--- src/rtl/multicycle_control_unit_v2_if.sv ---
// rtl/multicycle_control_unit_v2_if.sv - instruction, data bus and datapath control bundle for the multicycle control unit
interface multicycle_control_unit_v2_if;
    logic [31:0] instrCode;
    logic        busReady;
    logic        mulDone;
    logic        PCEn;
    logic        regFileWe;
    logic        aluSrcMuxSel;
    logic [3:0]  aluControl;
    logic [2:0]  RFWDSrcMuxSel;
    logic        branch;
    logic        jal;
    logic        jalr;
    logic [2:0]  strb;
    logic        busReq;
    logic        busWe;
    logic        mulStart;
    logic        instrRetired;
    logic        trap;
    logic [1:0]  trapCause;

    // control unit side
    modport master (
        input  instrCode, busReady, mulDone,
        output PCEn, regFileWe, aluSrcMuxSel, aluControl, RFWDSrcMuxSel,
               branch, jal, jalr, strb, busReq, busWe, mulStart,
               instrRetired, trap, trapCause
    );

    // datapath / ROM / bus master side
    modport slave (
        output instrCode, busReady, mulDone,
        input  PCEn, regFileWe, aluSrcMuxSel, aluControl, RFWDSrcMuxSel,
               branch, jal, jalr, strb, busReq, busWe, mulStart,
               instrRetired, trap, trapCause
    );
endinterface

--- src/rtl/multicycle_control_unit_v2.sv ---
// rtl/multicycle_control_unit_v2.sv - multi-cycle RV32I control FSM with bus wait states, traps and optional RV32M (macro RV32M_EN)
module multicycle_control_unit_v2 #(
    parameter int BUS_TIMEOUT  = 16,
    parameter bit CHECK_FUNCT7 = 1'b1
) (
    input  logic                         clk,
    input  logic                         reset,
    multicycle_control_unit_v2_if.master bus
);
    typedef enum logic [3:0] {
        FETCH, DECODE, R_EXE, I_EXE, B_EXE, LU_EXE, AU_EXE, J_EXE, JL_EXE,
        S_EXE, S_MEM, L_EXE, L_MEM, L_WB,
`ifdef RV32M_EN
        M_EXE,
`endif
        TRAP
    } state_t;

    localparam logic [3:0] ALU_ADD       = 4'b0000;
    localparam logic [1:0] CAUSE_ILLEGAL = 2'b01;
    localparam logic [1:0] CAUSE_TIMEOUT = 2'b10;
    localparam logic [7:0] CNT_LIMIT     = 8'(BUS_TIMEOUT - 1);

    localparam logic [6:0] OP_R  = 7'b0110011;
    localparam logic [6:0] OP_I  = 7'b0010011;
    localparam logic [6:0] OP_B  = 7'b1100011;
    localparam logic [6:0] OP_LU = 7'b0110111;
    localparam logic [6:0] OP_AU = 7'b0010111;
    localparam logic [6:0] OP_J  = 7'b1101111;
    localparam logic [6:0] OP_JL = 7'b1100111;
    localparam logic [6:0] OP_S  = 7'b0100011;
    localparam logic [6:0] OP_L  = 7'b0000011;

    // {PCEn, regFileWe, aluSrcMuxSel, busWe, RFWDSrcMuxSel[2:0], branch, jal, jalr}
    localparam logic [9:0] CTRL_FETCH = 10'b1000_000_000;
    localparam logic [9:0] CTRL_R     = 10'b0100_000_000;
    localparam logic [9:0] CTRL_I     = 10'b0110_000_000;
    localparam logic [9:0] CTRL_B     = 10'b0000_000_100;
    localparam logic [9:0] CTRL_LU    = 10'b0100_010_000;
    localparam logic [9:0] CTRL_AU    = 10'b0100_011_000;
    localparam logic [9:0] CTRL_J     = 10'b0100_100_010;
    localparam logic [9:0] CTRL_JL    = 10'b0110_100_011;
    localparam logic [9:0] CTRL_S     = 10'b0010_000_000;
    localparam logic [9:0] CTRL_SMEM  = 10'b0011_000_000;
    localparam logic [9:0] CTRL_L     = 10'b0010_001_000;
    localparam logic [9:0] CTRL_LWB   = 10'b0110_001_000;

    state_t      state;
    state_t      state_next;
    logic [7:0]  counter;
    logic [1:0]  cause_q;
    logic [1:0]  cause_next;
    logic [9:0]  ctrl;
    logic        bus_req;
    logic [3:0]  alu_control;
    logic        retired;
    logic        mul_start;

    logic [6:0]  opcode;
    logic [2:0]  funct3;
    logic [6:0]  funct7;
    logic        funct7_base;
    logic        r_illegal;
    logic        unused_bits;

    assign opcode      = bus.instrCode[6:0];
    assign funct3      = bus.instrCode[14:12];
    assign funct7      = bus.instrCode[31:25];
    assign funct7_base = (funct7 == 7'b0000000) || (funct7 == 7'b0100000);

`ifdef RV32M_EN
    logic r_is_m;
    logic mul_busy;
    assign r_is_m      = (funct7 == 7'b0000001);
    assign r_illegal   = CHECK_FUNCT7 && !funct7_base && !r_is_m;
    assign unused_bits = ^{bus.instrCode[24:15], bus.instrCode[11:7]};
`else
    assign r_illegal   = CHECK_FUNCT7 && !funct7_base;
    assign unused_bits = ^{bus.instrCode[24:15], bus.instrCode[11:7], bus.mulDone};
`endif

    // state, trap cause and bus wait counter registers
    always_ff @(posedge clk) begin
        if (reset) begin
            state   <= FETCH;
            counter <= 8'd0;
            cause_q <= 2'b00;
        end else begin
            state   <= state_next;
            cause_q <= cause_next;
            if (state == S_EXE || state == L_EXE)
                counter <= 8'd0;
            else if ((state == S_MEM || state == L_MEM) && !bus.busReady)
                counter <= counter + 8'd1;
        end
    end

`ifdef RV32M_EN
    // remembers that the start pulse for the current M instruction was already issued
    always_ff @(posedge clk) begin
        if (reset)
            mul_busy <= 1'b0;
        else
            mul_busy <= (state == M_EXE) && !bus.mulDone;
    end
`endif

    // next-state and Moore outputs, with the handshake-qualified retire/writeback
    always_comb begin
        state_next  = state;
        cause_next  = cause_q;
        ctrl        = '0;
        bus_req     = 1'b0;
        alu_control = ALU_ADD;
        retired     = 1'b0;
        mul_start   = 1'b0;
        case (state)
            FETCH: begin
                ctrl       = CTRL_FETCH;
                state_next = DECODE;
            end
            DECODE: begin
                case (opcode)
                    OP_R: begin
                        if (r_illegal) begin
                            state_next = TRAP;
                            cause_next = CAUSE_ILLEGAL;
                        end
`ifdef RV32M_EN
                        else if (r_is_m)
                            state_next = M_EXE;
`endif
                        else
                            state_next = R_EXE;
                    end
                    OP_I:  state_next = I_EXE;
                    OP_B:  state_next = B_EXE;
                    OP_LU: state_next = LU_EXE;
                    OP_AU: state_next = AU_EXE;
                    OP_J:  state_next = J_EXE;
                    OP_JL: state_next = JL_EXE;
                    OP_S:  state_next = S_EXE;
                    OP_L:  state_next = L_EXE;
                    default: begin
                        state_next = TRAP;
                        cause_next = CAUSE_ILLEGAL;
                    end
                endcase
            end
            R_EXE: begin
                ctrl        = CTRL_R;
                alu_control = {bus.instrCode[30], funct3};
                retired     = 1'b1;
                state_next  = FETCH;
            end
            I_EXE: begin
                ctrl        = CTRL_I;
                // only the shift-right immediates carry an op bit in instr[30]
                alu_control = (funct3 == 3'b101) ? {bus.instrCode[30], funct3} : {1'b0, funct3};
                retired     = 1'b1;
                state_next  = FETCH;
            end
            B_EXE: begin
                ctrl        = CTRL_B;
                alu_control = {1'b0, funct3};
                retired     = 1'b1;
                state_next  = FETCH;
            end
            LU_EXE: begin
                ctrl       = CTRL_LU;
                retired    = 1'b1;
                state_next = FETCH;
            end
            AU_EXE: begin
                ctrl       = CTRL_AU;
                retired    = 1'b1;
                state_next = FETCH;
            end
            J_EXE: begin
                ctrl       = CTRL_J;
                retired    = 1'b1;
                state_next = FETCH;
            end
            JL_EXE: begin
                ctrl       = CTRL_JL;
                retired    = 1'b1;
                state_next = FETCH;
            end
            S_EXE: begin
                ctrl       = CTRL_S;
                state_next = S_MEM;
            end
            S_MEM: begin
                ctrl    = CTRL_SMEM;
                bus_req = 1'b1;
                // a ready in the limit cycle still completes the access
                if (bus.busReady) begin
                    retired    = 1'b1;
                    state_next = FETCH;
                end else if (counter >= CNT_LIMIT) begin
                    state_next = TRAP;
                    cause_next = CAUSE_TIMEOUT;
                end
            end
            L_EXE: begin
                ctrl       = CTRL_L;
                state_next = L_MEM;
            end
            L_MEM: begin
                ctrl    = CTRL_L;
                bus_req = 1'b1;
                if (bus.busReady) begin
                    state_next = L_WB;
                end else if (counter >= CNT_LIMIT) begin
                    state_next = TRAP;
                    cause_next = CAUSE_TIMEOUT;
                end
            end
            L_WB: begin
                ctrl       = CTRL_LWB;
                retired    = 1'b1;
                state_next = FETCH;
            end
`ifdef RV32M_EN
            M_EXE: begin
                mul_start = !mul_busy;
                if (bus.mulDone) begin
                    ctrl       = 10'b0100_101_000;
                    retired    = 1'b1;
                    state_next = FETCH;
                end
            end
`endif
            TRAP: begin
                state_next = TRAP;
            end
            default: begin
                state_next = FETCH;
            end
        endcase
        // reset forces the quiet output pattern in the reset cycle itself
        if (reset) begin
            ctrl        = '0;
            bus_req     = 1'b0;
            alu_control = ALU_ADD;
            retired     = 1'b0;
            mul_start   = 1'b0;
        end
    end

    assign {bus.PCEn, bus.regFileWe, bus.aluSrcMuxSel, bus.busWe,
            bus.RFWDSrcMuxSel, bus.branch, bus.jal, bus.jalr} = ctrl;
    assign bus.busReq       = bus_req;
    assign bus.aluControl   = alu_control;
    assign bus.instrRetired = retired;
    assign bus.mulStart     = mul_start;
    assign bus.strb         = reset ? 3'b000 : funct3;
    assign bus.trap         = (state == TRAP) && !reset;
    assign bus.trapCause    = reset ? 2'b00 : cause_q;
endmodule

--- src/flat_wrapper.sv ---
// flat-port wrapper written by rule: the top's interface ports become plain ports
module multicycle_control_unit_v2_flat 
#(
    parameter int BUS_TIMEOUT  = 16,
    parameter bit CHECK_FUNCT7 = 1'b1
)
  (clk, reset, bus_instrCode, bus_busReady, bus_mulDone, bus_PCEn, bus_regFileWe, bus_aluSrcMuxSel, bus_aluControl, bus_RFWDSrcMuxSel, bus_branch, bus_jal, bus_jalr, bus_strb, bus_busReq, bus_busWe, bus_mulStart, bus_instrRetired, bus_trap, bus_trapCause);
  multicycle_control_unit_v2_if bus_i ();
  input  logic clk;
  input  logic reset;
  input wire logic [$bits(bus_i.instrCode)-1:0] bus_instrCode;
  input wire logic [$bits(bus_i.busReady)-1:0] bus_busReady;
  input wire logic [$bits(bus_i.mulDone)-1:0] bus_mulDone;
  output wire logic [$bits(bus_i.PCEn)-1:0] bus_PCEn;
  output wire logic [$bits(bus_i.regFileWe)-1:0] bus_regFileWe;
  output wire logic [$bits(bus_i.aluSrcMuxSel)-1:0] bus_aluSrcMuxSel;
  output wire logic [$bits(bus_i.aluControl)-1:0] bus_aluControl;
  output wire logic [$bits(bus_i.RFWDSrcMuxSel)-1:0] bus_RFWDSrcMuxSel;
  output wire logic [$bits(bus_i.branch)-1:0] bus_branch;
  output wire logic [$bits(bus_i.jal)-1:0] bus_jal;
  output wire logic [$bits(bus_i.jalr)-1:0] bus_jalr;
  output wire logic [$bits(bus_i.strb)-1:0] bus_strb;
  output wire logic [$bits(bus_i.busReq)-1:0] bus_busReq;
  output wire logic [$bits(bus_i.busWe)-1:0] bus_busWe;
  output wire logic [$bits(bus_i.mulStart)-1:0] bus_mulStart;
  output wire logic [$bits(bus_i.instrRetired)-1:0] bus_instrRetired;
  output wire logic [$bits(bus_i.trap)-1:0] bus_trap;
  output wire logic [$bits(bus_i.trapCause)-1:0] bus_trapCause;
  assign bus_i.instrCode = bus_instrCode;
  assign bus_i.busReady = bus_busReady;
  assign bus_i.mulDone = bus_mulDone;
  assign bus_PCEn = bus_i.PCEn;
  assign bus_regFileWe = bus_i.regFileWe;
  assign bus_aluSrcMuxSel = bus_i.aluSrcMuxSel;
  assign bus_aluControl = bus_i.aluControl;
  assign bus_RFWDSrcMuxSel = bus_i.RFWDSrcMuxSel;
  assign bus_branch = bus_i.branch;
  assign bus_jal = bus_i.jal;
  assign bus_jalr = bus_i.jalr;
  assign bus_strb = bus_i.strb;
  assign bus_busReq = bus_i.busReq;
  assign bus_busWe = bus_i.busWe;
  assign bus_mulStart = bus_i.mulStart;
  assign bus_instrRetired = bus_i.instrRetired;
  assign bus_trap = bus_i.trap;
  assign bus_trapCause = bus_i.trapCause;
  multicycle_control_unit_v2 #(.BUS_TIMEOUT(BUS_TIMEOUT), .CHECK_FUNCT7(CHECK_FUNCT7)) u_core (.clk(clk), .reset(reset), .bus(bus_i));
endmodule
--- config.mk ---
export PLATFORM = sky130hd
export DESIGN_NAME = multicycle_control_unit_v2_flat
export DESIGN_NICKNAME = d
export VERILOG_FILES = /design/src/rtl/multicycle_control_unit_v2_if.sv /design/src/rtl/multicycle_control_unit_v2.sv /design/src/flat_wrapper.sv
export SDC_FILE = /design/constraint.sdc
export NUM_CORES = 1
export LEC_CHECK = 0
export BUFFER_PORTS_ARGS = -buffer_cell sky130_fd_sc_hd__clkbuf_2
export CORE_MARGIN = 2
export CORE_UTILIZATION = 45
export CTS_BUF_LIST = sky130_fd_sc_hd__clkbuf_2
export DETAILED_ROUTE_END_ITERATION = 12
export PLACE_DENSITY_LB_ADDON = 0.12
export SETUP_SLACK_MARGIN = 0.1
export SLEW_MARGIN = 10
export SYNTH_ARGS = -nofsm -noshare
export SYNTH_HDL_FRONTEND = slang
export SYNTH_SLANG_ARGS = --single-unit
--- constraint.sdc ---
create_clock -name clk -period 2.85 [get_ports clk]
set_clock_uncertainty 0.1 [all_clocks]
set_input_delay 0.1425 -clock clk [delete_from_list [all_inputs] [get_ports clk]]
set_output_delay 0.1425 -clock clk [all_outputs]
set_load 0.02 [all_outputs]
==> metrics.csv, run 1 <==
metric;value;unit
status;finished clean;
port_buffers;41;
irDropWorstVdd;0.393;mV
p_leak;0.631;nW
p_sw_share;49.1;%
die_y;57.8;um
grt_pass1_vias;1153;
postRouteAntennaNets;0;
synth_edf_count;0;
cts_tree;done;
async_flop_share;0;%
antenna_found_initial;0;
syn_inst;184;
finalWirelength;2950;um
cp.depth;5;
p_per_area;556;nW/um^2
hpwl;2230;um
cpMostUsedCell;nand2_1;
cts-root-buf;clkbuf_2;
synth_cell_types;50;
core;2760;sq um
slowest_delay;0.76;ns
cp_max_fo;20;
grt_use_total;18.8;%
cts.sinks;14;
synth_fp_nets;221;
layout-drive-gt1-share;25.4;%
reg2regPathDepth;5;
start_kind;flip-flop;
ios;59;
wl_per_cell;12.1;um
period_share;74.4;%
initial_core_util;47.2;%
place_ws;0.764;ns
die_x;57.8;um
synth-seq-cells;14;
r2r_slack;0.73;ns
path_clk_slew;0.15;ns
timing.rr.start;u_core.state[1];
cp-startpoint;u_core.state[1];
crit_type;flip-flop to flip-flop;
overflow;0;
setup_viol;0;
drc;0;
syn_area;1300;sq um
worst_slew_pin_slew;0.665;ns
power_frac_clock;11.9;%
areaGrowthSynthToFinish;12.7;%
min_period;2.12;ns
rsz0062_at_grt;no;
dr.pass1.iters;4;
end_kind;flip-flop;
cts_buffer_depth;2;
p_int;0.000415;W
max_cap_viol_count;0;
worst_path_max_delay_cell;dfxtp_1;
seq_area_frac_synth;21.5;%
ys.flop_type;dfxtp_1;
crit_chain;xor2_1 -> and3_1 -> nand2_1 -> nand2_1 -> mux2_4;
synth.avg_cell_area;7.08;sq um
place_congestion;0.769;
via_count;1349;
seqPwrFrac;39.2;%
crit_family;flip-flops;
worstSkewPairLatency;0.29;ns
p_comb_share;48.9;%
grt_max_degree;22;
r2r_end;u_core.cause_q[1];
cts_hold_buf;0;
arrival;2.22;ns
finalMaxSlewViolations;0;
htree_levels;1;
p_sw;0.000400;W
drt-vias-per-instance;5.53;
antenna_cells;0;
relSlewSlack;55.6;%
row_count;19;
cts.repair.resized;0;
tns;0;ns
cp.required;2.95;ns
cts-buffers-inserted;3;
grt_pass1_wl;5110;um
nets;251;
hold_viol_final;0;
fin_ws;0.729;ns
crit_end;u_core.cause_q[1];
die_area;3340;sq um
drt_iter0_markers;55;
cts_setup_buffers;0;
synth.yosys.warnings;0;
hold_class;input port to flip-flop;
fmax;0.472;GHz
critPathBufInv;0;
-- flip-flops by register name (all words and copies together) (netlist names) --
register        flops
u_core.cause_q      2
u_core.counter      8
u_core.state        4
-- through the flow --
| stage | total power (W) | std cells | utilization [%] | instance area [sq um] | hold slack, ns |
|---|---|---|---|---|---|
| 2_1_floorplan | 0.000630 | 184 | - | 1300 | 0.316 |
| 3_3_place_gp | 0.000711 | 240 | 52.5 | 1450 | 0.339 |
| 3_5_place_dp | 0.000721 | 240 | 52.5 | 1450 | 0.350 |
| 4_1_cts | 0.000818 | 244 | 53.2 | 1470 | 0.146 |
| 5_1_grt | 0.000895 | 244 | 53.2 | 1470 | 0.168 |
| 6_report | 0.000815 | 244 | 53.2 | 1470 | 0.149 |
-- metal layers --
metal  up-vias  global-route usage, %  part of all wire, %
li1        692                      -                    -
met1       617                   26.0                   46
met2        38                   30.7                   47
met3         2                   3.79                  6.0
met4         0                   3.32                 0.58
met5         -                      0                    0
-- layout by cell type (no fill, tap or decap), types with 2 or more instances in the layout --
master,n
nor2b_1,3
nand3_1,8
o21ai_0,6
a21oi_1,11
nor3b_1,2
o211ai_1,2
nand2_1,22
a31oi_1,2
nor4b_2,2
clkbuf_2,44
and3_1,2
a211o_1,3
o21ai_1,2
xor2_1,7
nand2b_1,8
nor3_1,6
dfxtp_1,14
and4b_1,2
inv_1,4
a211oi_1,2
xnor2_1,3
nor2_1,29
mux2i_1,2
or3_1,2
nand4b_1,2
and2_1,2
-- logic make-up after synthesis --
family	Yosys count	share of synthesized area, %
multiplexers	3	2.69
AO/OA/AOI/OAI	35	17.8
XOR/XNOR	10	6.72
adder cells (fa/ha/maj)	1	0.960
other	1	0.288
buffers and inverters	21	8.93
AND/OR/NAND/NOR	99	41.1
flip-flops	14	21.5
-- synth_stat cells (2+ instances only) --
library cell | n | share of area (%)
and3_1 | 2 | 0.96
o21ai_1 | 2 | 0.77
xor2_1 | 7 | 4.7
clkbuf_1 | 2 | 0.58
xnor2_1 | 3 | 2.0
a31oi_1 | 2 | 0.96
nand2b_1 | 8 | 3.8
nor4b_2 | 2 | 2.3
nor2_1 | 29 | 8.4
nand2_1 | 22 | 6.3
mux2i_1 | 2 | 1.5
a211oi_1 | 2 | 1.2
o211ai_1 | 2 | 1.2
buf_2 | 6 | 2.3
nand3_1 | 8 | 3.1
and4b_1 | 2 | 1.5
and2_1 | 2 | 0.96
o21ai_0 | 6 | 2.3
nor2b_1 | 3 | 1.4
inv_1 | 4 | 1.2
nand4b_1 | 2 | 1.3
nor3_1 | 6 | 2.3
dfxtp_1 | 14 | 22
a211o_1 | 3 | 2.0
a21oi_1 | 11 | 4.2
or3_1 | 2 | 0.96
nor3b_1 | 2 | 1.2
buf_4 | 6 | 3.5
-- worst min-delay path by stage --
stage / start / endpoint / slack [ns] / depth (start not counted)
after global routing: reset / u_core.cause_q[0] / 0.17 / 2
after global placement: u_core.cause_q[0] / u_core.cause_q[0] / 0.34 / 2
after detailed placement: u_core.cause_q[0] / u_core.cause_q[0] / 0.35 / 2
after CTS: reset / u_core.cause_q[0] / 0.15 / 2
after floorplan: bus_instrCode[3] / u_core.state[2] / 0.32 / 3
final: reset / u_core.cause_q[0] / 0.15 / 2
-- power by group through the flow --
stage	combinational [W]	sequential (W)	clock, W
detailed placement	0.000401	0.000320	0
global route	0.000453	0.000333	0.000109
floorplan	0.000386	0.000245	0
finish	0.000399	0.000319	0.0000973
CTS	0.000401	0.000315	0.000102
global placement	0.000393	0.000319	0
-- area by class of cell --
class	count	area [sq um]
multi-input combinational	149	906
timing repair buffer	41	205
tap	31	38.8
inverter	5	18.8
sequential	14	280
clock inverter	1	3.75
fill	288	1290
clock buffer	3	15.0
Note: power is estimated with default switching activity, not from simulation.
==> run 2, diff against run 1 <==
--- a/config.mk
+++ b/config.mk
@@ -7,7 +7,7 @@
 export LEC_CHECK = 0
 export BUFFER_PORTS_ARGS = -buffer_cell sky130_fd_sc_hd__clkbuf_2
 export CORE_MARGIN = 2
-export CORE_UTILIZATION = 45
+export CORE_UTILIZATION = 44
 export CTS_BUF_LIST = sky130_fd_sc_hd__clkbuf_2
 export DETAILED_ROUTE_END_ITERATION = 12
 export PLACE_DENSITY_LB_ADDON = 0.12
==> constraint.sdc (replaced) <==
create_clock -name clk -period 1.9 [get_ports clk]
set_clock_uncertainty 0.1 [all_clocks]
set_input_delay 0.095 -clock clk [delete_from_list [all_inputs] [get_ports clk]]
set_output_delay 0.095 -clock clk [all_outputs]
set_load 0.02 [all_outputs]
==> run 2 against run 1 <==
Compared with the run above:
- final area grew 9.3%
- clock-buffer cell count is the same
- core utilization grew 4.4 points
- via count grew 2.9%
- register-to-register slack lost 0.41 ns
- non-clock buffer count grew 10
- cell count grew 4.1%
- first-iteration DRC count shrank 33%
- largest cell class unchanged
==> metrics.csv, run 2 (same netlist as run 1, synthesis figures left out) <==
metric;value;unit;change
crit_type;flip-flop to output pin;;
areaGrowthSynthToFinish;23.2;%;
crit_chain;buf_4 -> or3_4 -> nor2_1 -> clkbuf_2;;
drt_iter0_markers;37;;-33%
fin_ws;0.198;ns;-0.532 ns
irDropWorstVdd;0.671;mV;+71%
hold_viol_final;0;;unchanged
status;finished clean;;
ios;59;;unchanged
total_power;0.00142;W;+74%
p_leak;0.699;nW;+11%
worstSkewPairLatency;0.28;ns;about the same
drc;0;;unchanged
die_x;58.4;um;+1.0%
grt_use_total;18.3;%;-0.49 points
core;2780;sq um;+0.86%
cts-buffers-inserted;3;;unchanged
grt_pass1_wl;5070;um;-0.80%
timing.rr.start;u_core.state[3];;
start_kind;flip-flop;;
nets;261;;+4.0%
p_per_area;886;nW/um^2;+59%
p_sw;0.000651;W;+63%
layout_common_cells;clkbuf_2 (37), nor2_1 (27), nand2_1 (21);;
dpl-instance-area;1490;sq um;+2.7%
place_congestion;0.802;;+4.3%
fill_cells;278;;-3.5%
period_share;89.6;%;
p_comb_share;61.9;%;+13 points
worstHoldStart;bus_instrCode[3];;
top_regs;u_core.counter (8), u_core.state (4), u_core.cause_q (2);;
layout-drive-gt1-share;33.6;%;+8.3 points
cts-root-buf;clkbuf_2;;
cts.sinks;14;;unchanged
via_count;1388;;+2.9%
min_period;1.70;ns;
cts_buffer_depth;2;;unchanged
grt_pass1_vias;1218;;+5.6%
tns;0;ns;unchanged
cp.required;1.70;ns;-1.25 ns
htree_levels;1;;unchanged
p_sw_share;45.9;%;-3.2 points
end_kind;output pin;;
die_y;58.4;um;+1.0%
drt-vias-per-instance;5.46;;-1.2%
finalWirelength;2980;um;+1.2%
r2r_slack;0.32;ns;-0.41 ns
power_frac_clock;10.4;%;-1.5 points
fmax;0.587;GHz;
hpwl;2270;um;+2.0%
worst_path_max_delay_cell;dfxtp_4;;
min_path_cells;3;;+1
cts_tree;done;;
max_cap_viol_count;0;;unchanged
die_area;3410;sq um;+2.1%
place_ws;0.245;ns;-0.518 ns
slowest_delay;0.39;ns;-0.37 ns
seqPwrFrac;27.7;%;-12 points
grt_max_degree;20;;-9.1%
p_int;0.000769;W;+85%
overflow;0;;unchanged
cts_hold_buf;0;;unchanged
r2r_end;u_core.cause_q[1];;
initial_core_util;46.8;%;-0.40 points
hold_path_end;u_core.state[2];;
row_count;19;;unchanged
dr.pass1.iters;4;;unchanged
wl_per_cell;11.7;um;-2.8%
rsz0062_at_grt;no;;
largest_reg_flops;8;;unchanged
antenna_cells;0;;unchanged
layout_commonest_cell;clkbuf_2;;
arrival;1.51;ns;-0.71 ns
regMostFlops;u_core.counter;;
port_buffers;41;;unchanged
fin_area;1600;sq um;+9.3%
setup_viol;0;;unchanged
path_clk_slew;0.14;ns;about the same
finalMaxSlewViolations;0;;unchanged
cp_max_fo;11;;-45%
hold_class;input port to flip-flop;;
antenna_found_initial;0;;unchanged
place_inst;245;;+2.1%
final_cells;254;;+4.1%
reg2regPathDepth;5;;unchanged
postRouteAntennaNets;0;;unchanged
==> run 2: changes by cell type in the layout (fill, tap and decap cells not counted), sizes merged <==
cell and delta:
clkbuf -7, buf +17
==> run 2: final cells by class <==
| cell class | instances | area [sq um] | share of cell area [%] |
|---|---|---|---|
| clock buffers | 3 | 15.0 | 0.936 |
| clock inverters | 1 | 3.75 | 0.234 |
| inverters | 5 | 21.3 | 1.33 |
| multi-input cells | 149 | 938 | 58.5 |
| flip-flops and latches | 14 | 290 | 18.1 |
| well taps | 31 | 38.8 | 2.42 |
| repair buffers | 51 | 297 | 18.5 |
==> run 2: how the worst max path moves through the flow <==
stage / slack, ns / endpoint / start / cells after the start
after floorplan: 0.16 / bus_aluControl[3] / u_core.state[3] / 2
after global placement: 0.28 / u_core.cause_q[1] / bus_instrCode[2] / 6
after detailed placement: 0.25 / u_core.cause_q[1] / bus_instrCode[2] / 6
after CTS: 0.08 / bus_aluControl[3] / u_core.state[3] / 3
after global routing: 0.10 / bus_instrRetired / u_core.state[2] / 7
final: 0.20 / bus_jalr / u_core.state[1] / 4
==> run 2: what timing repair did <==
action,in CTS,in global routing
gates resized for setup,2,29
endpoints found under the setup margin,8,13
cloned,0,1
setup buffers,0,4
pin swaps,0,2
==> run 2: metal layers <==
metal,up-vias,wire length [um],GRT usage (%)
li1,719,-,-
met1,626,1380,21.7
met2,39,1420,34.0
met3,4,152,2.64
met4,0,25,4.98
met5,-,0,0
==> run 2: stage by stage <==
stage	hold slack (ns)	utilization, %
final	0.111	57.7
after floorplan	0.214	-
after global routing	0.110	57.7
after global placement	0.340	53.5
after detailed placement	0.351	53.5
after CTS	0.0951	54.3
==> run 2: power groups by stage <==
stage	sequential (W)	combinational, W	clock (W)
after floorplan	0.000367	0.000580	0
after CTS	0.000382	0.000750	0.000155
after detailed placement	0.000385	0.000748	0
after global placement	0.000382	0.000733	0
after global routing	0.000399	0.000974	0.000167
final	0.000393	0.000879	0.000148
==> run 2: worst max-delay path, delay by kind of cell (launching register included) <==
kind | cells | cell delay, ns
buf+inv | 2 | 0.34
simple gates | 2 | 0.49
flops | 1 | 0.39
